==> config.mk <==
export PLATFORM = sky130hd
export DESIGN_NAME = alu_arbiter_flat
export DESIGN_NICKNAME = d
export VERILOG_FILES = /design/src/rtl/alu_pkg.sv /design/src/rtl/alu_arbiter_if.sv /design/src/rtl/alu_arb_grant.sv /design/src/rtl/alu_arbiter.sv /design/src/flat_wrapper.sv
export SDC_FILE = /design/constraint.sdc
export NUM_CORES = 1
export LEC_CHECK = 0
export CAP_MARGIN = 20
export CORE_UTILIZATION = 38
export DETAILED_ROUTE_END_ITERATION = 6
export GPL_TIMING_DRIVEN = 0
export PLACE_DENSITY = 0.77
export SYNTH_ARGS = -nofsm -noshare
export SYNTH_HDL_FRONTEND = slang
export SYNTH_HIERARCHICAL = 1
export SYNTH_SLANG_ARGS = --single-unit
==> constraint.sdc <==
create_clock -name clk -period 5.2 [get_ports clk]
set_clock_uncertainty 0.1 [all_clocks]
set_input_delay 1.04 -clock clk [delete_from_list [all_inputs] [get_ports clk]]
set_output_delay 1.04 -clock clk [all_outputs]
set_load 0.005 [all_outputs]
==> src/rtl/alu_pkg.sv <==
// Shared encodings for the ALU arbiter: FSM states and operation codes.
package alu_pkg;

  typedef enum logic [1:0] {
    IDLE = 2'd0,
    EXEC = 2'd1,
    RESP = 2'd2
  } state_e;

  typedef enum logic {
    OP_AND = 1'b0,
    OP_ADD = 1'b1
  } op_e;

endpackage

==> src/rtl/alu_arbiter_if.sv <==
// Bundles the two requester handshakes, the response path and the ALU-side signals.
interface alu_arbiter_if #(
  parameter int bit_size = 15
);
  logic              req0_valid, req1_valid;
  logic              req0_ready, req1_ready;
  logic              req0_op, req1_op;
  logic [bit_size:0] req0_a, req0_b, req1_a, req1_b;
  logic              resp0_valid, resp1_valid;
  logic              resp0_ready, resp1_ready;
  logic [bit_size:0] result;
  logic [bit_size:0] alu_a, alu_b, alu_out;
  logic              alu_and, alu_add;

  modport slave (
    input  req0_valid, req1_valid, req0_op, req1_op,
    input  req0_a, req0_b, req1_a, req1_b,
    input  resp0_ready, resp1_ready, alu_out,
    output req0_ready, req1_ready, resp0_valid, resp1_valid,
    output result, alu_a, alu_b, alu_and, alu_add
  );

  modport master (
    output req0_valid, req1_valid, req0_op, req1_op,
    output req0_a, req0_b, req1_a, req1_b,
    output resp0_ready, resp1_ready, alu_out,
    input  req0_ready, req1_ready, resp0_valid, resp1_valid,
    input  result, alu_a, alu_b, alu_and, alu_add
  );
endinterface

==> src/rtl/alu_arb_grant.sv <==
// Combinational grant between two requesters. ALU_ARB_RR_EN selects round-robin
// on a tie (loser of the previous grant wins); otherwise requester 0 has priority.
module alu_arb_grant (
`ifdef ALU_ARB_RR_EN
  input  logic last_i,
`endif
  input  logic valid0_i,
  input  logic valid1_i,
  output logic gnt_valid_o,
  output logic gnt_id_o
);

  always_comb begin
    gnt_valid_o = valid0_i | valid1_i;
    gnt_id_o    = 1'b0;
    if (valid0_i && valid1_i) begin
`ifdef ALU_ARB_RR_EN
      gnt_id_o = ~last_i;
`else
      gnt_id_o = 1'b0;
`endif
    end else begin
      gnt_id_o = valid1_i;
    end
  end

endmodule

==> src/rtl/alu_arbiter.sv <==
// Shares one external AND/ADD ALU between two requesters: accept, drive ALU for one
// cycle, return the registered result. ALU_ARB_RR_EN enables round-robin tie-breaking.
module alu_arbiter
  import alu_pkg::*;
#(
  parameter int bit_size = 15
) (
  input  logic          clk,
  input  logic          rst,
  alu_arbiter_if.slave  bus
);

  state_e            state_q, state_d;
  op_e               op_q;
  logic [bit_size:0] a_q, b_q, result_q;
  logic              id_q;
  logic              gnt_valid, gnt_id, accept;

`ifdef ALU_ARB_RR_EN
  logic last_q;
`endif

  alu_arb_grant u_grant (
`ifdef ALU_ARB_RR_EN
    .last_i      (last_q),
`endif
    .valid0_i    (bus.req0_valid),
    .valid1_i    (bus.req1_valid),
    .gnt_valid_o (gnt_valid),
    .gnt_id_o    (gnt_id)
  );

  // Readys are held low while reset is asserted so nothing is accepted before IDLE.
  assign accept         = (state_q == IDLE) && gnt_valid && !rst;
  assign bus.req0_ready = accept && !gnt_id;
  assign bus.req1_ready = accept &&  gnt_id;

  always_comb begin
    state_d = state_q;
    case (state_q)
      IDLE:    if (accept) state_d = EXEC;
      EXEC:    state_d = RESP;
      RESP:    if (id_q ? bus.resp1_ready : bus.resp0_ready) state_d = IDLE;
      default: state_d = IDLE;
    endcase
  end

  always_ff @(posedge clk) begin
    if (rst) begin
      state_q  <= IDLE;
      result_q <= '0;
    end else begin
      state_q <= state_d;
      if (state_q == EXEC) result_q <= bus.alu_out;
    end
  end

  always_ff @(posedge clk) begin
    if (accept) begin
      id_q <= gnt_id;
      op_q <= op_e'(gnt_id ? bus.req1_op : bus.req0_op);
      a_q  <= gnt_id ? bus.req1_a : bus.req0_a;
      b_q  <= gnt_id ? bus.req1_b : bus.req0_b;
    end
  end

`ifdef ALU_ARB_RR_EN
  always_ff @(posedge clk) begin
    if (rst)         last_q <= 1'b1;
    else if (accept) last_q <= gnt_id;
  end
`endif

  // ALU inputs are decoded from registered state only; idle value is zero.
  assign bus.alu_a   = (state_q == EXEC) ? a_q : '0;
  assign bus.alu_b   = (state_q == EXEC) ? b_q : '0;
  assign bus.alu_and = (state_q == EXEC) && (op_q == OP_AND);
  assign bus.alu_add = (state_q == EXEC) && (op_q == OP_ADD);

  assign bus.resp0_valid = (state_q == RESP) && !id_q;
  assign bus.resp1_valid = (state_q == RESP) &&  id_q;
  assign bus.result      = result_q;

endmodule

==> src/flat_wrapper.sv <==
// flat-port wrapper written by rule: the top's interface ports become plain ports
module alu_arbiter_flat import alu_pkg::*;
#(
  parameter int bit_size = 15
)
  (clk, rst, bus_req0_valid, bus_req1_valid, bus_req0_op, bus_req1_op, bus_req0_a, bus_req0_b, bus_req1_a, bus_req1_b, bus_resp0_ready, bus_resp1_ready, bus_alu_out, bus_req0_ready, bus_req1_ready, bus_resp0_valid, bus_resp1_valid, bus_result, bus_alu_a, bus_alu_b, bus_alu_and, bus_alu_add);
  alu_arbiter_if #(.bit_size(bit_size)) bus_i ();
  input  logic clk;
  input  logic rst;
  input wire logic [$bits(bus_i.req0_valid)-1:0] bus_req0_valid;
  input wire logic [$bits(bus_i.req1_valid)-1:0] bus_req1_valid;
  input wire logic [$bits(bus_i.req0_op)-1:0] bus_req0_op;
  input wire logic [$bits(bus_i.req1_op)-1:0] bus_req1_op;
  input wire logic [$bits(bus_i.req0_a)-1:0] bus_req0_a;
  input wire logic [$bits(bus_i.req0_b)-1:0] bus_req0_b;
  input wire logic [$bits(bus_i.req1_a)-1:0] bus_req1_a;
  input wire logic [$bits(bus_i.req1_b)-1:0] bus_req1_b;
  input wire logic [$bits(bus_i.resp0_ready)-1:0] bus_resp0_ready;
  input wire logic [$bits(bus_i.resp1_ready)-1:0] bus_resp1_ready;
  input wire logic [$bits(bus_i.alu_out)-1:0] bus_alu_out;
  output wire logic [$bits(bus_i.req0_ready)-1:0] bus_req0_ready;
  output wire logic [$bits(bus_i.req1_ready)-1:0] bus_req1_ready;
  output wire logic [$bits(bus_i.resp0_valid)-1:0] bus_resp0_valid;
  output wire logic [$bits(bus_i.resp1_valid)-1:0] bus_resp1_valid;
  output wire logic [$bits(bus_i.result)-1:0] bus_result;
  output wire logic [$bits(bus_i.alu_a)-1:0] bus_alu_a;
  output wire logic [$bits(bus_i.alu_b)-1:0] bus_alu_b;
  output wire logic [$bits(bus_i.alu_and)-1:0] bus_alu_and;
  output wire logic [$bits(bus_i.alu_add)-1:0] bus_alu_add;
  assign bus_i.req0_valid = bus_req0_valid;
  assign bus_i.req1_valid = bus_req1_valid;
  assign bus_i.req0_op = bus_req0_op;
  assign bus_i.req1_op = bus_req1_op;
  assign bus_i.req0_a = bus_req0_a;
  assign bus_i.req0_b = bus_req0_b;
  assign bus_i.req1_a = bus_req1_a;
  assign bus_i.req1_b = bus_req1_b;
  assign bus_i.resp0_ready = bus_resp0_ready;
  assign bus_i.resp1_ready = bus_resp1_ready;
  assign bus_i.alu_out = bus_alu_out;
  assign bus_req0_ready = bus_i.req0_ready;
  assign bus_req1_ready = bus_i.req1_ready;
  assign bus_resp0_valid = bus_i.resp0_valid;
  assign bus_resp1_valid = bus_i.resp1_valid;
  assign bus_result = bus_i.result;
  assign bus_alu_a = bus_i.alu_a;
  assign bus_alu_b = bus_i.alu_b;
  assign bus_alu_and = bus_i.alu_and;
  assign bus_alu_add = bus_i.alu_add;
  alu_arbiter #(.bit_size(bit_size)) u_core (.clk(clk), .rst(rst), .bus(bus_i));
endmodule
* After elaboration in Yosys (flattened, before gate mapping)
Index checks and enable logic that the tools add are counted.
Word-level totals: output and inout bits 54, bits of input ports 88, register bits after elaboration 52, logic and storage cells 36
Operators by class: reductions and logical operators 14, muxes and demuxes 10, eq/ne operators 4, bitwise gates (word level) 2
Operator list (number):
- 16-bit two-way mux | 4
- 1-bit logical AND | 9
- 2-bit one-hot mux with 3 select lines | 1
- 2-bit two-way mux | 2
- 2-bit by 1-bit inequality test with 1-bit output (second input constant) | 2
- 1-bit zero test | 3
- 1-bit two-way mux | 3
- 2-bit by 1-bit == test with 1-bit output (second input constant) | 1
- 2-bit == test (second input constant) | 1
- 2-bit zero test | 1
- 2-bit AND reduction | 1
- 1-bit NOT | 1
- 1-bit OR | 1

* Logic depth before layout (Yosys ltp)
Gate-level depths: netlist of run 1.
word-level depth 5, mapped depth 5, depth with buffers taken out 3

* Modules after synthesis
The synthesis of run 1 kept the hierarchy.
Modules (own cells, without submodules):
- alu_arbiter | cells an instance 191, area each 2386.0 sq um, instances 1
- alu_arb_grant | cells an instance 2, area each 12.5 sq um, instances 1

* Worst setup path before layout of run 1
Ideal clock, no wire load.
path kind in2out, start point input port rst, end point output port bus_req1_ready, path slack 0.550 ns, data arrival time 3.510 ns, required time 4.060 ns, stages 3, cell sequence buf_2 nor4b_2 and2_1
On the way: longest elaborated chain between the ends 3
RTL lines:
- from (decl) | RTL line flat_wrapper.sv:9 | input logic rst;
- 1-bit zero test | RTL line alu_arbiter.sv:34 | assign accept = (state_q == IDLE) && gnt_valid && !rst;
- 1-bit logical AND | RTL line alu_arbiter.sv:34
- net u_core.accept | RTL line alu_arbiter.sv:17 | logic gnt_valid, gnt_id, accept;
- 1-bit logical AND | RTL line alu_arbiter.sv:36 | assign bus.req1_ready = accept && gnt_id;
- to (decl) | RTL line flat_wrapper.sv:22 | output wire logic [$bits(bus_i.req1_ready)-1:0] bus_req1_ready;
The timed path passes the listed nets, and every way through them passes these cells.

* Worst setup path in the final report of run 1
start point input port bus_req0_valid, end point output port bus_req0_ready
On the way: longest elaborated chain between the ends 4, elaborated cells on any way between the ends 7
RTL lines:
- from (decl) | RTL line flat_wrapper.sv:10 | input wire logic [$bits(bus_i.req0_valid)-1:0] bus_req0_valid;
- 1-bit OR | RTL line alu_arb_grant.sv:14 | gnt_valid_o = valid0_i | valid1_i;
- net u_core.gnt_valid | RTL line alu_arbiter.sv:17
- 1-bit logical AND (2 in series) | RTL line alu_arbiter.sv:34
- net u_core.accept | RTL line alu_arbiter.sv:17
- 1-bit logical AND | RTL line alu_arbiter.sv:35 | assign bus.req0_ready = accept && !gnt_id;
- to (decl) | RTL line flat_wrapper.sv:21 | output wire logic [$bits(bus_i.req0_ready)-1:0] bus_req0_ready;
The timed path passes the listed nets, and every way through them passes these cells.

==> results of run 1 <==
-- area by class of cell --
cell class                 instances  area [um^2]
fill                             476         1950
timing repair buffer             143         1440
buffer                            13         93.8
clock buffer                       6         93.8
sequential                        52         1380
tap                               75         93.8
multi-input combinational        128          932
clock inverter                     2         8.76
-- state kept, by name, indices dropped and copies added, names as in the netlist --
name               flops
u_core/bus.result     16
u_core/state_q         2
u_core/a_q            16
u_core/id_q            1
u_core/op_q            1
u_core/b_q            16
-- kinds of logic (layout without fill, tap and decap cells) --
family	Yosys count	in the layout	share of synthesized area, %
compound gates	17	17	4.64
buf+inv	13	164	3.91
simple gates	77	77	17.9
mux	34	34	15.9
flops	52	52	57.6
-- layer usage --
metal  routed length, um  vias up  global-route usage [%]
li1                    -      960                       -
met1                2160      894                    20.6
met4                 103        0                    6.61
met2                2960       82                    31.6
met5                   0        -                       0
met3                 622        8                    7.89
-- power by group through the flow --
stage | Clock (uW) | Sequential [uW] | Combinational [uW]
5_1_grt | 275 | 489 | 247
3_3_place_gp | 0 | 495 | 221
4_1_cts | 260 | 486 | 231
6_report | 249 | 485 | 227
3_5_place_dp | 0 | 495 | 229
2_1_floorplan | 0 | 494 | 87.7
-- worst max-delay path: cells and delay by family --
family	cells	cell delay [ps]
buffers and inverters	4	1370
AND/OR/NAND/NOR	3	700
-- layout by cell type (no fill, tap or decap) --
cell type	synthesis	final
a21oi_2	7	7
nand2_2	1	1
inv_1	0	1
and2b_4	1	1
and3b_2	1	1
buf_4	1	1
clkinv_2	0	1
nor3b_1	1	1
dfxtp_1	18	18
clkbuf_8	0	5
nand2b_1	1	1
clkbuf_16	0	1
clkbuf_1	4	4
buf_12	1	1
nor2_1	1	1
edfxtp_1	34	34
clkdlybuf4s50_1	0	140
buf_6	1	4
nor4b_1	1	1
nor4b_4	0	1
or2_1	1	1
mux2_2	33	33
nand2_1	31	31
nand3b_1	1	1
and2_1	31	31
buf_2	5	5
buf_8	1	1
mux2i_1	1	1
and2_4	3	3
nor2b_1	2	2
a21oi_1	10	10
-- per-stage QoR --
step | power [uW] | area, um^2
finish | 961 | 4040
global route | 1010 | 4040
CTS | 976 | 4040
detailed placement | 724 | 3940
global placement | 715 | 3890
floorplan | 582 | 2400
-- how the worst max path moves through the flow --
stage / start / endpoint / slack [ps] / depth (start not counted)
final: bus_req0_valid / bus_req0_ready / 950 / 7
after global routing: bus_req0_valid / bus_req0_ready / 770 / 7
after CTS: bus_req0_valid / bus_req0_ready / 900 / 7
after detailed placement: bus_req0_valid / bus_req0_ready / 920 / 7
after global placement: bus_req0_valid / bus_req1_ready / -1260 / 5
after floorplan: rst / bus_req1_ready / 550 / 3
==> summary.md, run 1 <==
| Metric | Value |
|---|---|
| Status | complete, no violations |
| Top cells by area, synth | edfxtp_1, mux2_2, dfxtp_1, and2_1, nand2_1 |
| Reg2reg setup slack | 3510 ps |
| RSZ-0062 raised after global routing | no |
| Post-synth EDFFs | 34 |
| Seq/Total Area, Yosys | 57.6% |
| CP max stage cell | clkdlybuf4s50_1 |
| Total grt overflow | 0 |
| CP Capture Type | primary output |
| Int Power | around 750 uW |
| Fraction of layout cells with a size suffix above 1 | between 10% and 20% |
| Synthesized area per cell | roughly 12 um^2 |
| Logic pwr share | between 20% and 30% |
| Peak VDD IR | approximately 160 uV |
| Crit-path cells | clkdlybuf4s50_1 > or2_1 > nor4b_4 > buf_6 > buf_6 > nor2b_1 > clkdlybuf4s50_1 |
| DRC viols | 0 |
| Initial antenna violation count | 0 |
| Count leader, synth | edfxtp_1 |
| Row count | 28 |
| Sw power | about 210 uW |
| GP Congestion | just over 0.7 |
| Setup violators final | 0 |
| Final Hold Vio Count | 0 |
| Vias in the first global route | a little under 2k |
| Die ar. | around 6600 um^2 |
| Total Wirelength | 5850 um |
| Lkg Pwr | between 0.001 and 0.0015 uW |
| Worst-Skew Late Latency | 300 ps |
| Reg2Reg Depth | 3 |
| Boundary Pins | 142 |
| FMAX | about 0.24 GHz |
| Layout Area Growth over Synthesis | 68.4% |
| Vias/cell | 4.64 |
| CTS resizes | 0 |
| Crit Reg-Reg Endpoint | u_core/b_q[5] |
| Type of origin of the critical path | primary input |
| Clock share of power | 25.9% |
| Max Cap Violations | 0 |
| Register share of total power | 50.5% |
| Finished Core Util | roughly 67% |
| DIE HEIGHT | just over 80 um |
| Largest area contributor in the netlist | edfxtp_1 |
| Critical path peak fanout | 12 |
| TritonCTS Buffers | 5 |
| Clock buffer depth | 2 |
| Via count | between 1.5k and 2k |
| CTS Hold Bufs | 0 |
| Ys async rst share | 0% |
| DRT Pass-1 Iters | 5 |
| Post-DP HPWL | ~4600 um |
| Slew @ Worst Pin | between 600 and 700 ps |
| WS Path Type | primary input to primary output |
| N_diodes | 0 |
| Hold crit path type | flop to flop |
| Worst R2R Start | u_core/state_q[1] |
| Pin count of the biggest net entering global routing | 16 |
| Clk slew on worst S/H paths | approximately 90 ps |
| Distinct cells, synth | 26 |
| Die W | roughly 80 um |
| WL/cell | between 10 and 15 um |
| CP max stage delay | 500 ps |
| Power Density | 238 nW/um^2 |
| Post-placement cell count | between 400 and 500 |
| Final Non-Filler Cells | ~420 |
| Post-route ant nets | 0 |
| Min cycle time layout | 4250 ps |
| Setup TNS | 0 ps |
| H-tree Lvls | 2 |
| Worst Hold Endpoint | u_core/bus.result[6] |
| Initial core utilization | 40.0% |
| Final WS setup | roughly 950 ps |
| CP Data Required Time | between 4000 and 5000 ps |
| Max_slew headroom | 56.2% |
| Flip-flop and latch count after synthesis | 52 |
| Hold depth | 2 |
| First-pass GRT wire length | 9090 um |
| Final period utilization | between 80% and 90% |
| Drt initial violations | 79 |
| Number of post-CTS setup repair buffers | 0 |
| GRT Overall Usage | between 10% and 20% |
| Mapped Cells | between 150 and 200 |
| Hold Worst Slack | between 300 and 400 ps |
| Arr. time, crit path | a little over 3000 ps |
| Pre-CTS WS | 916 ps |
| CTS tree | done |
| Clock Sinks | 52 |
| Commonest cells in the synthesized netlist | edfxtp_1, mux2_2, and2_1, nand2_1, dfxtp_1 |
| HP Start | u_core/bus.result[6] |
| Nets | between 400 and 500 |
| Slew Viols, Final | 0 |
| Root Buffer Master | clkbuf_8 |
| Top_reg_cell synth | edfxtp_1 |
| Synth top area share | ~43% |
| Switching Share | between 20% and 30% |
| Mapped Area | about 2400 um^2 |
| Post-synth net total | ~280 |
| # port buffers | 140 |
| Core area | approximately 6000 um^2 |
| Synth warn | 6 |
Note: power is estimated with default switching activity, not from simulation.
==> run 2: changes to the inputs <==
Settings changed: CORE_UTILIZATION 38 to 34, PLACE_DENSITY 0.77 to 0.73.
Clock period 5.2 ns to 3.7 ns, I/O delays scaled along.
==> summary.md, run 2 (synthesized netlist as in run 1, its figures left out) <==
| Metric | Value |
|---|---|
| Setup violators final | 0 (unchanged) |
| Critical path peak fanout | 16 (+4) |
| Slew Viols, Final | 0 (unchanged) |
| Total Wirelength | 5540 um (-5.3%) |
| Placed Area | 3960 um^2 (+0.48%) |
| Switching Share | 22.6% (+0.45 points) |
| HP Start | u_core/bus.result[3] |
| Post-route cell area | 4070 um^2 (+0.71%) |
| GP Congestion | 0.694 (-1.3%) |
| Commonest non-fill, non-tap cell in the layout | clkdlybuf4s50_1 |
| Final period utilization | a little over nine tenths |
| Post-placement cell count | 431 (+4.9%) |
| DIE HEIGHT | 86.0 um (+5.6%) |
| Clock share of power | 26.7% (+0.8 points) |
| Crit Reg-Reg Endpoint | u_core/b_q[3] |
| Die ar. | 7390 um^2 (+11%) |
| Hold depth | 2 (unchanged) |
| Post-route ant nets | 0 (unchanged) |
| Reg2Reg Depth | 3 (unchanged) |
| Max layer used | met4 |
| N_diodes | 0 (unchanged) |
| Final Hold Vio Count | 0 (unchanged) |
| Clock Sinks | 52 (unchanged) |
| Multi-input logic area | 932 um^2 (unchanged) |
| Max_slew headroom | 60.4% (+4.2 points) |
| WL/cell | 12.6 um (-9.8%) |
| Core area | 6790 um^2 (+13%) |
| Met3 Routed Length | 462 um (-26%) |
| Min cycle time layout | approximately 3500 ps |
| Wl on met1 | 2210 um (+2.0%) |
| # port buffers | 140 (unchanged) |
| Fraction of layout cells with a size suffix above 1 | 19.5% (+0.29 points) |
| Vias/cell | 4.38 (-5.5%) |
| Fill cell count | 602 (+26%) |
| Via count | 1,929 (-0.77%) |
| Vias in the first global route | 1,871 (-3.8%) |
| GRT Overall Usage | 15.1% (-3.4 points) |
| Register share of total power | 50.0% (-0.5 points) |
| H-tree Lvls | 2 (unchanged) |
| FMAX | a little under 0.3 GHz |
| Initial antenna violation count | 0 (unchanged) |
| Setup TNS | 0 ps (unchanged) |
| Drt initial violations | 28 (-65%) |
| WS Path Type | primary input to primary output |
| Reg2reg setup slack | 2160 ps (-1350 ps) |
| Root Buffer Master | clkbuf_8 |
| CP Capture Type | primary output |
| Layout Area Growth over Synthesis | 69.6% |
| Lkg Pwr | 0.00144 uW (about the same) |
| Power Density | 335 nW/um^2 (+41%) |
| Max Cap Violations | 0 (unchanged) |
| Arr. time, crit path | 2620 ps (-490 ps) |
| Worst-Skew Late Latency | 300 ps (about the same) |
| Sw power | 308 uW (+45%) |
| Type of origin of the critical path | primary input |
| CP Data Required Time | 2860 ps (-1200 ps) |
| Nets | 431 (unchanged) |
| Seq. cell area | 1380 um^2 (unchanged) |
| Tot Pwr | 1360 uW (+42%) |
| Clock buffer depth | 2 (unchanged) |
| Slew @ Worst Pin | 593 ps (-63.5 ps) |
| Status | complete, no violations |
| Logic pwr share | 23.4% (-0.2 points) |
| Int Power | 1050 uW (+41%) |
| Total grt overflow | 0 (unchanged) |
| DRC viols | 0 (unchanged) |
| Final Non-Filler Cells | 440 (+5.0%) |
| Hold crit path type | flop to flop |
| Boundary Pins | 142 (unchanged) |
| Pin count of the biggest net entering global routing | 17 (+1) |
| TritonCTS Buffers | 5 (unchanged) |
| Die W | 86.0 um (+5.6%) |
| Row count | 30 (+7.1%) |
| DRT Pass-1 Iters | 4 (-1) |
| Worst R2R Start | u_core/state_q[1] |
| Initial core utilization | 35.3% (-4.7 points) |
| Commonest non-fill, non-tap cells in the layout | clkdlybuf4s50_1, edfxtp_1, mux2_2 |
| Post-DP HPWL | 4290 um (-7.4%) |
| First-pass GRT wire length | 8660 um (-4.8%) |
| CTS tree | done |
| CTS Hold Bufs | 0 (unchanged) |
| Worst Hold Endpoint | u_core/bus.result[3] |
| Peak VDD IR | 165 uV (+3.4%) |
| Clk slew on worst S/H paths | 100 ps (about the same) |
| Met2 WL | 2810 um (-5.2%) |
| RSZ-0062 raised after global routing | no |
==> run 2: cell count changes in the layout (fill, tap and decap cells not counted) <==
cell	change
inv_1	-1
buf_8	+1
buf_4	+1
buf_6	-2
inv_4	+1
==> run 2: layout make-up <==
type	count	share of cell area, %
Clock buffer	6	2.31
Timing Repair Buffer	143	35.3
Multi-Input combinational cell	128	22.9
Sequential cell	52	34.0
Tap cell	96	2.95
Clock inverter	2	0.277
Buffer	13	2.31
==> run 2: power by group through the flow <==
stage	combinational (uW)	sequential [uW]	clock, uW
detailed placement	319	695	0
finish	318	681	363
global placement	311	695	0
CTS	324	681	377
global route	346	685	402
floorplan	125	694	0
==> run 2: per-layer routing <==
| metal | GRT usage [%] | vias to the layer above |
|---|---|---|
| met5 | 0 | - |
| met4 | 3.79 | 0 |
| met3 | 5.68 | 6 |
| met2 | 26.0 | 82 |
| met1 | 17.9 | 883 |
| li1 | - | 958 |
==> run 2: what timing repair did <==
action                                  CTS  global route
buffers inserted                          1             0
endpoints found under the setup margin    2             0
gates resized for setup                   0             0
==> run 2: worst max path at each step <==
stage / start / endpoint / slack, ps / cells past startpoint
detailed placement: bus_req0_valid / bus_req0_ready / -110 / 7
global placement: bus_req0_valid / bus_req1_ready / -980 / 5
global route: bus_req0_valid / bus_req0_ready / 150 / 7
finish: bus_req0_valid / bus_req0_ready / 240 / 7
floorplan: rst / bus_req1_ready / 470 / 3
CTS: bus_req0_valid / bus_req0_ready / 220 / 7
==> run 2: worst max-delay path: stages <==
cell and delay, ps:
clkdlybuf4s50_1 470, or2_1 120, nor4b_4 230, buf_6 230
buf_8 180, nor2b_1 150, clkdlybuf4s50_1 510
==> run 2: stage by stage <==
step	hold slack, ps	setup WS, ps	util, %
global placement	342	-984	57.8
CTS	362	222	59.9
finish	359	237	59.9
detailed placement	348	-113	58.2
floorplan	353	471	-
global route	378	145	59.9
==> run 3: changes to the inputs <==
Settings changed: SKIP_LAST_GASP from default to 1.
==> results of run 3 <==
No change in the layout: final DEF, timing and power equal those of run 2.
